[config.mk]
export PLATFORM = sky130hd
export DESIGN_NAME = seven_seg_scanner
export DESIGN_NICKNAME = d
export VERILOG_FILES = /design/src/rtl/seven_seg_scanner.sv
export SDC_FILE = /design/constraint.sdc
export NUM_CORES = 1
export LEC_CHECK = 0
export CAP_MARGIN = 5
export CORE_MARGIN = 2
export CORE_UTILIZATION = 51
export CTS_CLUSTER_DIAMETER = 150
export DETAILED_ROUTE_END_ITERATION = 8
export PLACE_DENSITY = 0.76
export SKIP_LAST_GASP = 1
export SYNTH_ARGS = -nofsm -noshare
export SYNTH_HDL_FRONTEND = slang
export SYNTH_SLANG_ARGS = --single-unit
[constraint.sdc]
create_clock -name i_clk -period 2.07 [get_ports i_clk]
set_clock_uncertainty 0.05 [all_clocks]
set_input_delay 0.414 -clock i_clk [delete_from_list [all_inputs] [get_ports i_clk]]
set_output_delay 0.414 -clock i_clk [all_outputs]
set_load 0.02 [all_outputs]
[src/rtl/seven_seg_scanner.sv]
// ---------------------------------------------------------------------------
// seven_seg_scanner
//   Time-multiplexed scan controller for an N-digit common-anode seven-segment
//   display. One shared hex decoder serves all digits; each digit owns a slot
//   of DIV clocks, and the first GAP clocks of every slot are dark so the
//   previous digit's pattern cannot ghost onto the next anode.
//   Display values are double-buffered (pending -> shadow). The shadow copy
//   only changes at a frame boundary, or while the scan is disabled, so a
//   frame never shows a mix of old and new digits.
//
// Ports
//   i_clk         system clock
//   i_rst_n       asynchronous active-low reset
//   i_en          scan enable; 0 = dark display, counters held at 0
//   i_load        capture i_value into the pending buffer on this edge
//   i_value       4*NUM_DIGITS bits of hex digits, digit 0 rightmost
//   i_blank       per-digit force-off mask, applied live
//   i_lz_blank    1 = blank leading zero digits (digit 0 never blanked)
//   o_seg         active-low segments, bit0 = a ... bit6 = g
//   o_an          active-low digit enables
//   o_frame_done  1-cycle pulse after each frame boundary
// ---------------------------------------------------------------------------
module seven_seg_scanner #(
    parameter int NUM_DIGITS = 4,
    parameter int DIV        = 50000,
    parameter int GAP        = 16
) (
    input  logic                      i_clk,
    input  logic                      i_rst_n,
    input  logic                      i_en,
    input  logic                      i_load,
    input  logic [4*NUM_DIGITS-1:0]   i_value,
    input  logic [NUM_DIGITS-1:0]     i_blank,
    input  logic                      i_lz_blank,
    output logic [6:0]                o_seg,
    output logic [NUM_DIGITS-1:0]     o_an,
    output logic                      o_frame_done
);

    localparam int CW = $clog2(DIV);
    localparam int IW = $clog2(NUM_DIGITS);

    localparam logic [CW-1:0] CNT_LAST = CW'(DIV - 1);
    localparam logic [CW-1:0] CNT_GAP  = CW'(GAP);
    localparam logic [IW-1:0] IDX_LAST = IW'(NUM_DIGITS - 1);
    localparam logic [6:0]    SEG_OFF  = 7'h7F;

    // Shared hex decoder, active-low segments.
    function automatic logic [6:0] f_decode(input logic [3:0] d);
        logic [6:0] s;
        case (d)
            4'h0:    s = 7'h40;
            4'h1:    s = 7'h79;
            4'h2:    s = 7'h24;
            4'h3:    s = 7'h30;
            4'h4:    s = 7'h19;
            4'h5:    s = 7'h12;
            4'h6:    s = 7'h02;
            4'h7:    s = 7'h78;
            4'h8:    s = 7'h00;
            4'h9:    s = 7'h10;
            4'hA:    s = 7'h08;
            4'hB:    s = 7'h03;
            4'hC:    s = 7'h46;
            4'hD:    s = 7'h21;
            4'hE:    s = 7'h06;
            default: s = 7'h0E;
        endcase
        return s;
    endfunction

    // -----------------------------------------------------------------------
    // State
    // -----------------------------------------------------------------------
    logic [CW-1:0]                r_cnt;
    logic [IW-1:0]                r_idx;
    logic [NUM_DIGITS-1:0][3:0]   r_pending;
    logic [NUM_DIGITS-1:0][3:0]   r_shadow;
    logic                         r_pend_v;

    // -----------------------------------------------------------------------
    // Scan timing
    // -----------------------------------------------------------------------
    logic w_cnt_last;
    logic w_idx_last;
    logic w_frame_end;
    logic w_commit;
    logic w_in_gap;

    assign w_cnt_last  = (r_cnt == CNT_LAST);
    assign w_idx_last  = (r_idx == IDX_LAST);
    assign w_frame_end = i_en & w_cnt_last & w_idx_last;
    // While disabled the display is dark, so committing immediately is safe.
    assign w_commit    = r_pend_v & (w_frame_end | ~i_en);
    assign w_in_gap    = (r_cnt < CNT_GAP);

    always_ff @(posedge i_clk or negedge i_rst_n) begin
        if (!i_rst_n) begin
            r_cnt <= '0;
            r_idx <= '0;
        end else if (!i_en) begin
            r_cnt <= '0;
            r_idx <= '0;
        end else if (w_cnt_last) begin
            r_cnt <= '0;
            r_idx <= w_idx_last ? '0 : r_idx + 1'b1;
        end else begin
            r_cnt <= r_cnt + 1'b1;
        end
    end

    // -----------------------------------------------------------------------
    // Double buffer. A load on the commit edge still lands in pending: the
    // commit moves the older pending value, the new one waits a frame.
    // -----------------------------------------------------------------------
    always_ff @(posedge i_clk or negedge i_rst_n) begin
        if (!i_rst_n) begin
            r_pending <= '0;
            r_shadow  <= '0;
            r_pend_v  <= 1'b0;
        end else begin
            if (w_commit) begin
                r_shadow <= r_pending;
            end
            if (i_load) begin
                r_pending <= i_value;
                r_pend_v  <= 1'b1;
            end else if (w_commit) begin
                r_pend_v  <= 1'b0;
            end
        end
    end

    // -----------------------------------------------------------------------
    // Blanking: w_hi_zero[i] = digits i..NUM_DIGITS-1 of shadow are all zero.
    // -----------------------------------------------------------------------
    logic [NUM_DIGITS-1:0] w_hi_zero;
    logic [NUM_DIGITS-1:0] w_blank_mask;

    for (genvar gi = 0; gi < NUM_DIGITS; gi++) begin : g_blank
        if (gi == NUM_DIGITS - 1) begin : g_top
            assign w_hi_zero[gi] = (r_shadow[gi] == 4'h0);
        end else begin : g_low
            assign w_hi_zero[gi] = (r_shadow[gi] == 4'h0) & w_hi_zero[gi+1];
        end

        if (gi == 0) begin : g_d0
            assign w_blank_mask[gi] = i_blank[gi];
        end else begin : g_dn
            assign w_blank_mask[gi] = i_blank[gi] | (i_lz_blank & w_hi_zero[gi]);
        end
    end

    // -----------------------------------------------------------------------
    // Output registers, driven from the pre-edge cnt/idx/shadow.
    // -----------------------------------------------------------------------
    logic [3:0]            w_cur_digit;
    logic                  w_cur_blank;
    logic [NUM_DIGITS-1:0] w_onecold;

    assign w_cur_digit = r_shadow[r_idx];
    assign w_cur_blank = w_blank_mask[r_idx];
    assign w_onecold   = ~(NUM_DIGITS'(1) << r_idx);

    always_ff @(posedge i_clk or negedge i_rst_n) begin
        if (!i_rst_n) begin
            o_an         <= '1;
            o_seg        <= SEG_OFF;
            o_frame_done <= 1'b0;
        end else begin
            o_frame_done <= w_frame_end;
            if (!i_en || w_in_gap) begin
                o_an  <= '1;
                o_seg <= SEG_OFF;
            end else begin
                // A blanked digit keeps its anode on with all segments off.
                o_an  <= w_onecold;
                o_seg <= w_cur_blank ? SEG_OFF : f_decode(w_cur_digit);
            end
        end
    end

endmodule

==> impl_metrics.yaml <==
cells_and_area:
  syn_to_final_growth_pct: 25.6
  antennaDiodeCount: 0
  fillerInstances: 509
  drive_gt1_share_pct: 24.0
  fin_cells: 481
  fin_nets: 435
yosys:
  ys.flop_type: "dfrtp_1"
  ys_seq_elements: 63
  synthAdderAreaFrac_pct: 4.00
  synth_top_cell_area_share_pct: 37.8
  synth_common_cells: "dfrtp_1 (52), nand2_1 (43), inv_1 (27)"
  async_flop_share_pct: 100
  syn_nets: 380
  synth_top_family_by_area: "simple AND/OR/NAND/NOR gates"
  synthMostInstantiatedCell: "dfrtp_1"
  seq_area_frac_synth_pct: 46.2
  synth_mux_area_share_pct: 9.93
  synth_edf_count: 0
  synthesis.area_um2: 3440
  synth_area_leaders: "dfrtp_1 (38%), dfstp_2 (8.4%), mux2_2 (5.6%)"
  synth.distinct_cells: 46
  synth_xor_area_share_pct: 3.06
  synth_warnings: 0
  synth_compound_area_share_pct: 14.6
  synth.largest_area_cell: "dfrtp_1"
  synth.avg_cell_area_um2: 10.0
  netlist_instances: 344
  synthSimpleGateAreaFrac_pct: 15.8
critical_path:
  worstPathRequired_ns: 2.25
  crit_arrival_ns: 2.24
  cp-start-kind: "flop"
  path_class: "flop to flop"
  crit_path_end_kind: "flop"
  path_max_fanout: 13
sta:
  hold_viol: 0
  max_freq_ghz: 0.485
  rsz0062_at_grt: "yes"
  finalMaxSlewViolations: 0
  setup_viol: 0
  period_share_pct: 99.7
  worst_slew_pin_slew_ns: 0.700
  fin_crit_ns: 2.06
  slew_headroom_pct: 53.1
  tns_ns: 0
placed_design:
  placed_cells: 461
  io_buffer_count: 36
  dp_hpwl_um: 5190
  place_congestion: 0.854
clocking:
  worstSkewPairLatency_ns: 0.34
  clkTransAtPathRegs_ns: 0.07
  cts_tree: "yes"
  clock_path_buffers: 2
  h-tree-depth: 3
  cts.sinks: 63
  numCtsBuffers: 9
  ctsRootBufferMaster: "clkbuf_8"
die:
  initial_core_util_pct: 53.6
  chipWidth_um: 86.1
  pin_count: 37
  fp.dieH_um: 86.1
  coreArea_um2: 6420
  rows: 29
  dieArea_um2: 7420
job:
  drv_cap: 0
routing:
  vias: 2805
  first_iter_violations: 115
  wire_per_inst_um: 16.0
  first_pass_iters: 5
  drcViolationCount: 0
  detail-route-antenna-nets: 0
  wirelength_um: 7670
  viasPerCell: 5.83
global_route:
  grt_max_degree: 43
  grt_use_total_pct: 22.3
  grt_pass1_wl_um: 12900
  grt_pass1_vias: 2715
  grt-ovfl-total: 0
  antenna_found_initial: 0
worst_hold_path:
  worstHoldPathType: "flop to flop"
power_and_ir_drop:
  p_leak_uw: 0.00182
  p_per_area_nw_per_um2: 728
  ir_drop_uv: 506
status:
  run_status: "finished, final reports clean"
critical path, stage by stage, from the launching register on:
cell and delay (ns):
dfrtp_1 0.40, or4_4 0.59, nor4_4 0.25, buf_6 0.21
a31oi_1 0.10, a311o_2 0.36
state kept, by name (all words and copies together) (netlist names):
name	count
o_an	4
o_seg	7
r_cnt	16
r_pend_v	1
o_frame_done	1
r_idx	2
r_shadow	16
r_pending	16
placed cells by master, fill, tap and decap left out, types with 2 or more instances in the layout:
master / Yosys / routed
o21ai_0: 20 / 20
clkbuf_1: 18 / 2
clkbuf_8: 0 / 11
dfrtp_1: 52 / 51
or4_1: 3 / 2
nor2_1: 20 / 20
nand3b_1: 2 / 2
xnor2_1: 9 / 9
dfstp_2: 11 / 11
mux2i_1: 6 / 6
bufinv_16: 0 / 2
nor4_1: 7 / 7
a21oi_1: 4 / 4
xor2_1: 3 / 3
or3_1: 3 / 2
nand2_1: 43 / 43
o21a_1: 2 / 2
and2_1: 2 / 2
o21bai_1: 3 / 3
ha_1: 11 / 10
mux4_2: 4 / 4
buf_4: 1 / 24
buf_12: 0 / 2
mux2_2: 17 / 17
clkdlybuf4s50_1: 0 / 35
nand4_1: 5 / 5
or4_4: 1 / 2
a311o_2: 8 / 8
nand3_1: 13 / 13
inv_1: 27 / 27
nor3_1: 5 / 5
buf_6: 2 / 4
a31oi_1: 17 / 16
a311o_1: 8 / 8
cells by family after synthesis:
kind of cell | count (synthesis)
flops | 63
mux | 27
simple gates | 111
buf+inv | 50
compound gates | 70
xor+xnor | 12
fa+ha+maj | 11
what timing repair did:
action                                  CTS  global route
buffers inserted                          0             3
cloned                                    0             1
resized for setup                         4             8
endpoints found under the setup margin   16            24
pin swaps                                 0             3
hold buffers                              1             0
endpoints found under the hold margin     1             0
worst paths after layout:
check | startpoint | end | slack [ns] | depth (start not counted)
worst max-delay path | r_cnt[13] | r_shadow[0] | 0.007 | 5
worst min-delay path | r_cnt[0] | r_cnt[0] | 0.45 | 1
worst max register to register | r_cnt[13] | r_shadow[0] | 0.007 | 5
worst min register to register | r_cnt[0] | r_cnt[0] | 0.45 | 1
max in group asynchronous | i_rst_n | o_an[3] | 0.78 | 3
min in group asynchronous | i_rst_n | r_pending[3] | 0.53 | 2
area by class of cell:
cell class / count / area, µm² / area share (%)
multi-input cells: 231 / 1680 / 38.8
well taps: 77 / 96.3 / 2.23
flip-flops and latches: 63 / 1590 / 36.8
repair buffers: 67 / 631 / 14.6
clock inverters: 3 / 65.1 / 1.51
inverters: 27 / 101 / 2.35
clock buffers: 13 / 159 / 3.68
through the flow:
step           util [%]  instance area (µm²)  setup WS (ns)  power [µW]  hold slack (ns)
6_report           67.3                 4320        0.00695        3140            0.447
5_1_grt            67.3                 4320        -0.0440        3300            0.467
4_1_cts            66.3                 4260       -0.00213        3160            0.441
3_5_place_dp       62.5                 4010         -0.291        1940            0.371
3_3_place_gp       62.5                 4010         -0.220        1920            0.373
2_1_floorplan         -                 3460       -0.00871        1760           0.0684
layer usage:
metal | track usage [%] | up-vias | part of all wire, %
met5 | 0 | - | 0
met4 | 6.64 | 0 | 1.1
met3 | 6.45 | 6 | 5.2
met2 | 36.5 | 94 | 50
met1 | 28.8 | 1362 | 44
li1 | - | 1343 | -
power breakdown:
group	total [µW]	switching, µW	internal (µW)
sequential	1420	96.2	1330
combinational	511	249	262
clock	1210	467	743
Note: power is estimated with default switching activity, not from simulation.
